[config.mk]
export PLATFORM = sky130hd
export DESIGN_NAME = pipe_reg_skid
export DESIGN_NICKNAME = d
export VERILOG_FILES = /design/src/rtl/pipe_reg_skid.sv
export SDC_FILE = /design/constraint.sdc
export NUM_CORES = 1
export LEC_CHECK = 0
export CAP_MARGIN = 0
export CORE_ASPECT_RATIO = 1.5
export CORE_MARGIN = 4
export CORE_UTILIZATION = 54
export CTS_CLUSTER_DIAMETER = 100
export DETAILED_ROUTE_END_ITERATION = 7
export MAX_ROUTING_LAYER = met4
export PLACE_DENSITY = 0.86
export SYNTH_ARGS = -nofsm -noshare
export SYNTH_HDL_FRONTEND = slang
export SYNTH_SLANG_ARGS = --single-unit
export TNS_END_PERCENT = 5
[constraint.sdc]
create_clock -name clk_i -period 6.77 [get_ports clk_i]
set_input_delay 1.0155 -clock clk_i [delete_from_list [all_inputs] [get_ports clk_i]]
set_output_delay 1.0155 -clock clk_i [all_outputs]
set_load 0.1 [all_outputs]
[src/rtl/pipe_reg_skid.sv]
// rtl/pipe_reg_skid.sv - pipeline-stage register with two-entry skid buffer, flush and control gating
//
// Purpose: carries a DATA_W payload and a CTRL_W control bundle between two CPU
// pipeline stages over a valid/ready handshake at full throughput. The upstream
// ready depends only on registered state (plus start_i), never on out_ready_i.
//
// Ports:
//   clk_i        in   1       clock, rising edge
//   rst_i        in   1       asynchronous active-high reset
//   start_i      in   1       run enable; 0 freezes all state and blocks transfers
//   flush_i      in   1       synchronous flush; drops held and incoming entries
//   in_valid_i   in   1       upstream entry valid
//   in_data_i    in   DATA_W  upstream payload
//   in_ctrl_i    in   CTRL_W  upstream control bits
//   in_ready_o   out  1       block can accept an entry
//   out_valid_o  out  1       downstream entry valid
//   out_data_o   out  DATA_W  downstream payload
//   out_ctrl_o   out  CTRL_W  downstream control bits (zeroed on bubbles if CTRL_GATE)
//   out_ready_i  in   1       downstream can take an entry
//   count_o      out  2       entries held (0..2)

module pipe_reg_skid #(
    parameter int DATA_W    = 64,
    parameter int CTRL_W    = 2,
    parameter bit CTRL_GATE = 1'b1
) (
    input  logic              clk_i,
    input  logic              rst_i,
    input  logic              start_i,
    input  logic              flush_i,
    input  logic              in_valid_i,
    input  logic [DATA_W-1:0] in_data_i,
    input  logic [CTRL_W-1:0] in_ctrl_i,
    output logic              in_ready_o,
    output logic              out_valid_o,
    output logic [DATA_W-1:0] out_data_o,
    output logic [CTRL_W-1:0] out_ctrl_o,
    input  logic              out_ready_i,
    output logic [1:0]        count_o
);

    typedef enum logic [1:0] {
        EMPTY = 2'd0,
        ONE   = 2'd1,
        TWO   = 2'd2
    } state_t;

    state_t            state_q, state_d;
    logic [DATA_W-1:0] main_data_q, main_data_d;
    logic [CTRL_W-1:0] main_ctrl_q, main_ctrl_d;
    logic [DATA_W-1:0] skid_data_q, skid_data_d;
    logic [CTRL_W-1:0] skid_ctrl_q, skid_ctrl_d;

    logic acc;
    logic take;
    logic run;

    // Handshake outputs come from registered state only; start_i gates both
    // sides so a frozen block cannot complete a transfer.
    assign in_ready_o  = start_i & (state_q != TWO);
    assign out_valid_o = start_i & (state_q != EMPTY);
    assign acc         = in_valid_i & in_ready_o;
    assign take        = out_valid_o & out_ready_i;
    assign run         = start_i & ~flush_i;

    // State register and storage.
    always_ff @(posedge clk_i or posedge rst_i) begin
        if (rst_i) begin
            state_q     <= EMPTY;
            main_data_q <= '0;
            main_ctrl_q <= '0;
            skid_data_q <= '0;
            skid_ctrl_q <= '0;
        end else begin
            state_q     <= state_d;
            main_data_q <= main_data_d;
            main_ctrl_q <= main_ctrl_d;
            skid_data_q <= skid_data_d;
            skid_ctrl_q <= skid_ctrl_d;
        end
    end

    // Next-state logic. Flush wins over every transition but only while running.
    always_comb begin
        state_d = state_q;
        if (start_i) begin
            if (flush_i) begin
                state_d = EMPTY;
            end else begin
                case (state_q)
                    EMPTY: if (acc) state_d = ONE;
                    ONE: begin
                        if (acc && !take)      state_d = TWO;
                        else if (!acc && take) state_d = EMPTY;
                    end
                    TWO:     if (take) state_d = ONE;
                    default: state_d = EMPTY;
                endcase
            end
        end
    end

    // Datapath loads. Flush leaves the data registers untouched; only state is
    // cleared, so stale payload stays visible behind out_valid_o=0.
    always_comb begin
        main_data_d = main_data_q;
        main_ctrl_d = main_ctrl_q;
        skid_data_d = skid_data_q;
        skid_ctrl_d = skid_ctrl_q;
        if (run) begin
            case (state_q)
                EMPTY: begin
                    if (acc) begin
                        main_data_d = in_data_i;
                        main_ctrl_d = in_ctrl_i;
                    end
                end
                ONE: begin
                    if (acc && take) begin
                        main_data_d = in_data_i;
                        main_ctrl_d = in_ctrl_i;
                    end else if (acc) begin
                        // Downstream stalled with an entry in flight: park it in skid.
                        skid_data_d = in_data_i;
                        skid_ctrl_d = in_ctrl_i;
                    end
                end
                TWO: begin
                    if (take) begin
                        main_data_d = skid_data_q;
                        main_ctrl_d = skid_ctrl_q;
                    end
                end
                default: ;
            endcase
        end
    end

    // Output logic.
    always_comb begin
        out_data_o = main_data_q;
        out_ctrl_o = main_ctrl_q;
        if (CTRL_GATE && !out_valid_o) begin
            out_ctrl_o = '0;
        end
        case (state_q)
            ONE:     count_o = 2'd1;
            TWO:     count_o = 2'd2;
            default: count_o = 2'd0;
        endcase
    end

endmodule

==> results of run 1 <==
## cell families (layout without fill, tap and decap cells)
kind of cell | Yosys count | in the layout | share of synthesized area, %
buffers and inverters | 25 | 179 | 2.77
XOR/XNOR | 1 | 1 | 0.145
multiplexers | 199 | 199 | 39.6
AND/OR/NAND/NOR | 12 | 12 | 1.43
AO/OA/AOI/OAI | 5 | 5 | 0.621
flip-flops | 134 | 134 | 55.5
## power by group through the flow
stage / Sequential [mW] / Combinational, mW / Clock [mW]
finish: 1.19 / 1.58 / 0.993
global route: 1.22 / 1.63 / 1.04
CTS: 1.19 / 1.59 / 1.01
detailed placement: 1.20 / 1.59 / 0
global placement: 1.18 / 1.56 / 0
floorplan: 2.01 / 0.377 / 0
## area by class of cell
class | instances | area [µm²] | area share [%]
Tap cell | 147 | 184 | 2.25
Inverter | 3 | 16.3 | 0.199
Clock buffer | 19 | 433 | 5.31
Clock inverter | 13 | 204 | 2.50
Timing Repair Buffer | 144 | 1430 | 17.6
Multi-Input combinational cell | 217 | 2530 | 31.1
Sequential cell | 134 | 3350 | 41.1
## critical path, stage by stage, from the launching register on
cell	delay (ns)
dfrtp_1	0.46
nand2b_2	0.74
inv_4	0.59
clkdlybuf4s50_1	1.23
## flip-flops by register name (all words and copies together) (netlist names)
signal,count
out_data_o,64
state_q,2
skid_data_q,64
skid_ctrl_q,2
main_ctrl_q,2
## worst max-delay path by stage
stage / cells past startpoint / slack, ns / from / endpoint
6_report: 3 / 2.31 / state_q[0]$_DFFE_PP0P_ / count_o[1]
2_1_floorplan: 1 / 2.17 / rst_i / main_ctrl_q[0]$_DFFE_PP0P_
4_1_cts: 3 / 2.28 / state_q[0]$_DFFE_PP0P_ / count_o[1]
3_5_place_dp: 4 / 2.61 / start_i / out_ctrl_o[1]
5_1_grt: 3 / 2.12 / state_q[0]$_DFFE_PP0P_ / count_o[1]
3_3_place_gp: 4 / 2.65 / start_i / out_ctrl_o[0]
## synthesized netlist by cell type (all sizes together) (2+ instances only)
cell   number  area [µm²]
mux2      199        2390
nand2       2        7.51
dfrtp     134        3350
and2        3        18.8
inv         3        13.8
buf        22         154
## stage by stage
stage          setup slack (ns)  std cells
2_1_floorplan              2.17        376
4_1_cts                    2.28        677
3_5_place_dp               2.61        645
3_3_place_gp               2.65        645
6_report                   2.31        677
5_1_grt                    2.12        677
## layout by cell type, fill, tap and decap left out, drive strengths merged, types with 2 or more instances in the layout
cell type      instances
mux2                 199
bufinv                 5
buf                    3
clkbuf                19
and2                   3
clkinv                 3
inv                    4
dfrtp                134
clkinvlp               4
nand2                  2
clkdlybuf4s50        141
## routing by layer
layer,GRT usage (%),up-vias,share of wire [%]
li1,-,1639,-
met1,23.9,1815,39
met2,38.2,94,55
met3,4.64,15,4.8
met4,8.67,0,1.4
met5,-,-,0
==> impl_metrics.json, run 1 <==
{
  "status": "complete, no violations",
  "routed_wl_um": 13000,
  "hp-class": "reg2reg",
  "ant_nets": 0,
  "io_pins": 142,
  "die_h_um": 138,
  "crit_type": "reg2out",
  "via_per_inst": 5.26,
  "grt_pass1_vias": 4107,
  "synth-async-reset-ratio_pct": 100,
  "reg2reg_depth": 4,
  "fin_crit_sh_pct": 65.8,
  "antenna_cells": 0,
  "gp_congestion": 0.748,
  "nNetsFinal": 589,
  "num_vias": 3563,
  "grt_pass1_wl_um": 20900,
  "cp_max_fo": 41,
  "wl_per_cell_um": 19.2,
  "die_w_um": 94.4,
  "placed_area_um2": 7520,
  "drt-pass1-iter-count": 4,
  "rsz0062_at_grt": "false",
  "cts.path.max_buffers": 2,
  "clockRootBuffer": "clkbuf_16",
  "switching_share_pct": 41.7,
  "seq_power_share_pct": 31.7,
  "coreArea_um2": 11000,
  "synth.net_count": 448,
  "relSlewSlack_pct": 27.4,
  "synth-edff-count": 0,
  "slew_viol_final": 0,
  "hold_ws_ns": 0.500,
  "r2r_start": "state_q[0]$_DFFE_PP0P_",
  "seq_area_frac_synth_pct": 55.5,
  "max_freq_ghz": 0.224,
  "pwr-share-comb_pct": 42.0,
  "io_buffers": 141,
  "drc": 0,
  "min_path_cells": 1,
  "post-route-min-period_ns": 4.46,
  "fin_util_pct": 74.2,
  "fin_area_um2": 8160,
  "yosys_warnings": 0,
  "ir_worst_vdd_v": 0.000253,
  "antenna_found_initial": 0,
  "areaGrowthSynthToFinish_pct": 35.0,
  "setup_viol": 0,
  "hold_violations": 0,
  "synth-main-ff-cell": "dfrtp_1",
  "numCtsBuffers": 17,
  "p_sw_mw": 1.57,
  "ys_types": 24,
  "ys_ff_latch": 134,
  "htree_levels": 4,
  "syn_inst": 376,
  "total_power_mw": 3.77,
  "dp_hpwl_um": 8650,
  "power_density_nw_per_um2": 462,
  "start_util_pct": 55.0,
  "p_clk_share_pct": 26.4,
  "drt_iter0_markers": 147,
  "worst-r2r-setup-slack_ns": 4.18,
  "syn_area_um2": 6040,
  "maxCapViolCount": 0,
  "p_int_mw": 2.20,
  "fin_tns_setup_ns": 0,
  "hold_end": "skid_data_q[17]$_DFFE_PP0P_",
  "clock_skew_ns": 0.00687,
  "r2r_end": "out_data_o[9]$_DFFE_PP0P_",
  "grt_max_degree": 75,
  "cts_resized": 0,
  "clkSinkCount": 134,
  "final_layout_size_suffix_gt1_share_pct": 44.3,
  "rows": 47,
  "hold_path.startpoint": "skid_data_q[17]$_DFFE_PP0P_",
  "grt-ovfl-total": 0,
  "clk_pin_slew_ns": 0.06,
  "dieArea_um2": 13000,
  "synth.avg_cell_area_um2": 16.1,
  "grt_use_total_pct": 21.7,
  "clock_latency_ns": 0.41,
  "required_ns": 5.75,
  "end_kind": "primary output",
  "cp-start-kind": "flop",
  "ctsHoldBuffers": 0,
  "fillers": 717,
  "worst_ep_arrival_time_ns": 3.44,
  "power.leakage_nw": 3.58,
  "cts_tree": "yes",
  "postCtsSetupBuffers": 0,
  "tightest_slew_ns": 1.09
}
No activity file was read; power rests on OpenSTA's default activity.
==> run 2, diff against run 1 <==
CORE_UTILIZATION = 50   (was 54)
PLACE_DENSITY = 0.8   (was 0.86)
clock period = 4.16 ns   (was 6.77 ns; I/O delays follow)
==> run 2 against run 1 <==
Effect of this change: largest cell class unchanged; final cell count up 0.44%; combinational power up 62%; count of clock-buffer cells in the layout unchanged; critical path type unchanged; sequential power up 63%.
==> impl_metrics.json, run 2 (synthesis gave the netlist of run 1 again) <==
{
  "slowest_stage": "clkdlybuf4s50_1",
  "grt-ovfl-total": 0,
  "clock_skew_ns": 0.00907,
  "path_delay_family": "buffers and inverters",
  "post-route-min-period_ns": 2.92,
  "final_layout_size_suffix_gt1_share_pct": 45.5,
  "grt_pass1_wl_um": 20900,
  "clk_pin_slew_ns": 0.06,
  "io_buffers": 141,
  "ctsHoldBuffers": 0,
  "tightest_slew_ns": 1.01,
  "areaGrowthSynthToFinish_pct": 35.4,
  "status": "complete, no violations",
  "dp_worst_setup_slack_ns": 1.26,
  "via_per_inst": 5.28,
  "wl_per_cell_um": 18.7,
  "drt_iter0_markers": 87,
  "grt_max_degree": 135,
  "power_density_nw_per_um2": 741,
  "routed_wl_um": 12700,
  "fin_crit_sh_pct": 70.1,
  "antenna_cells": 0,
  "die_w_um": 97.8,
  "ir_worst_vdd_v": 0.000537,
  "crit_chain": "nor2b_1, clkdlybuf4s50_1",
  "htree_levels": 4,
  "setup_ws_ns": 1.24,
  "antenna_found_initial": 0,
  "worst_ep_arrival_time_ns": 2.29,
  "cts_tree": "yes",
  "relSlewSlack_pct": 32.6,
  "grt_pass1_vias": 4090,
  "postCtsSetupBuffers": 0,
  "cts_resized": 0,
  "cts.path.max_buffers": 2,
  "maxCapViolCount": 0,
  "end_kind": "primary output",
  "max_freq_ghz": 0.343,
  "critPathBufInv": 1,
  "rows": 48,
  "dieArea_um2": 13900,
  "coreArea_um2": 11700,
  "worst-r2r-setup-slack_ns": 1.98,
  "layout_commonest_cell": "mux2_2",
  "fillers": 821,
  "mostFrequentLayoutCells": "mux2_2 (158), clkdlybuf4s50_1 (136), dfrtp_1 (134)",
  "cp_max_fo": 9,
  "gp_congestion": 0.764,
  "numCtsBuffers": 17,
  "grt_use_total_pct": 19.6,
  "nNetsFinal": 590,
  "cp-start-kind": "flop",
  "fin_tns_setup_ns": 0,
  "drc": 0,
  "clkSinkCount": 134,
  "io_pins": 142,
  "setup_viol": 0,
  "slew_viol_final": 0,
  "clock_latency_ns": 0.41,
  "crit_type": "reg2out",
  "start_util_pct": 51.9,
  "die_h_um": 143,
  "ant_nets": 0,
  "required_ns": 3.54,
  "rsz0062_at_grt": "false",
  "hold_violations": 0,
  "hp-class": "reg2reg",
  "clockRootBuffer": "clkbuf_16",
  "slowest_delay_ns": 1.16,
  "dp_hpwl_um": 8300,
  "power.leakage_nw": 3.59,
  "drt-pass1-iter-count": 5,
  "num_vias": 3589
}
## run 2: through the flow
| step | power, mW | instance area (µm²) | instances | util [%] | hold slack [ns] |
|---|---|---|---|---|---|
| 3_3_place_gp | 4.47 | 7560 | 649 | 64.9 | 0.481 |
| 2_1_floorplan | 3.89 | 6050 | 376 | - | 0.472 |
| 6_report | 6.06 | 8180 | 680 | 70.2 | 0.500 |
| 5_1_grt | 6.29 | 8180 | 680 | 70.2 | 0.510 |
| 4_1_cts | 6.11 | 8180 | 680 | 70.2 | 0.502 |
| 3_5_place_dp | 4.53 | 7560 | 649 | 64.9 | 0.490 |
## run 2: worst paths after layout
check	start	endpoint	cells after the start
max	state_q[0]$_DFFE_PP0P_	count_o[0]	2
min	skid_data_q[16]$_DFFE_PP0P_	skid_data_q[16]$_DFFE_PP0P_	1
max reg2reg	state_q[1]$_DFFE_PP0P_	out_data_o[63]$_DFFE_PP0P_	4
min reg2reg	skid_data_q[16]$_DFFE_PP0P_	skid_data_q[16]$_DFFE_PP0P_	1
max in group asynchronous	rst_i	main_ctrl_q[0]$_DFFE_PP0P_	3
min in group asynchronous	rst_i	skid_data_q[10]$_DFFE_PP0P_	3
## run 2: worst register-to-register path, stage by stage, from the launching register on
cell and delay, ns:
dfrtp_1 0.46, and4bb_1 0.33, a22o_4 0.52, buf_12 0.34, mux2_2 0.40
## run 2: layer usage
metal,vias up,GRT usage (%),part of all wire [%]
met5,-,-,0
met1,1834,22.0,40
met4,0,5.69,1.4
met2,106,34.0,54
met3,13,5.77,4.7
li1,1636,-,-
## run 2: area by class of cell
type / count / area, µm² / area share [%]
inverters: 3 / 17.5 / 0.214
repair buffers: 145 / 1470 / 17.9
flip-flops and latches: 134 / 3350 / 41.0
clock buffers: 19 / 443 / 5.41
well taps: 150 / 188 / 2.29
clock inverters: 12 / 179 / 2.19
multi-input cells: 217 / 2530 / 31.0
## run 2: where the power goes
group | total [mW] | internal (mW) | switching [mW]
logic | 2.56 | 0.804 | 1.76
clock network | 1.56 | 1.02 | 0.547
registers | 1.94 | 1.71 | 0.226
total | 6.06 | 3.53 | 2.53
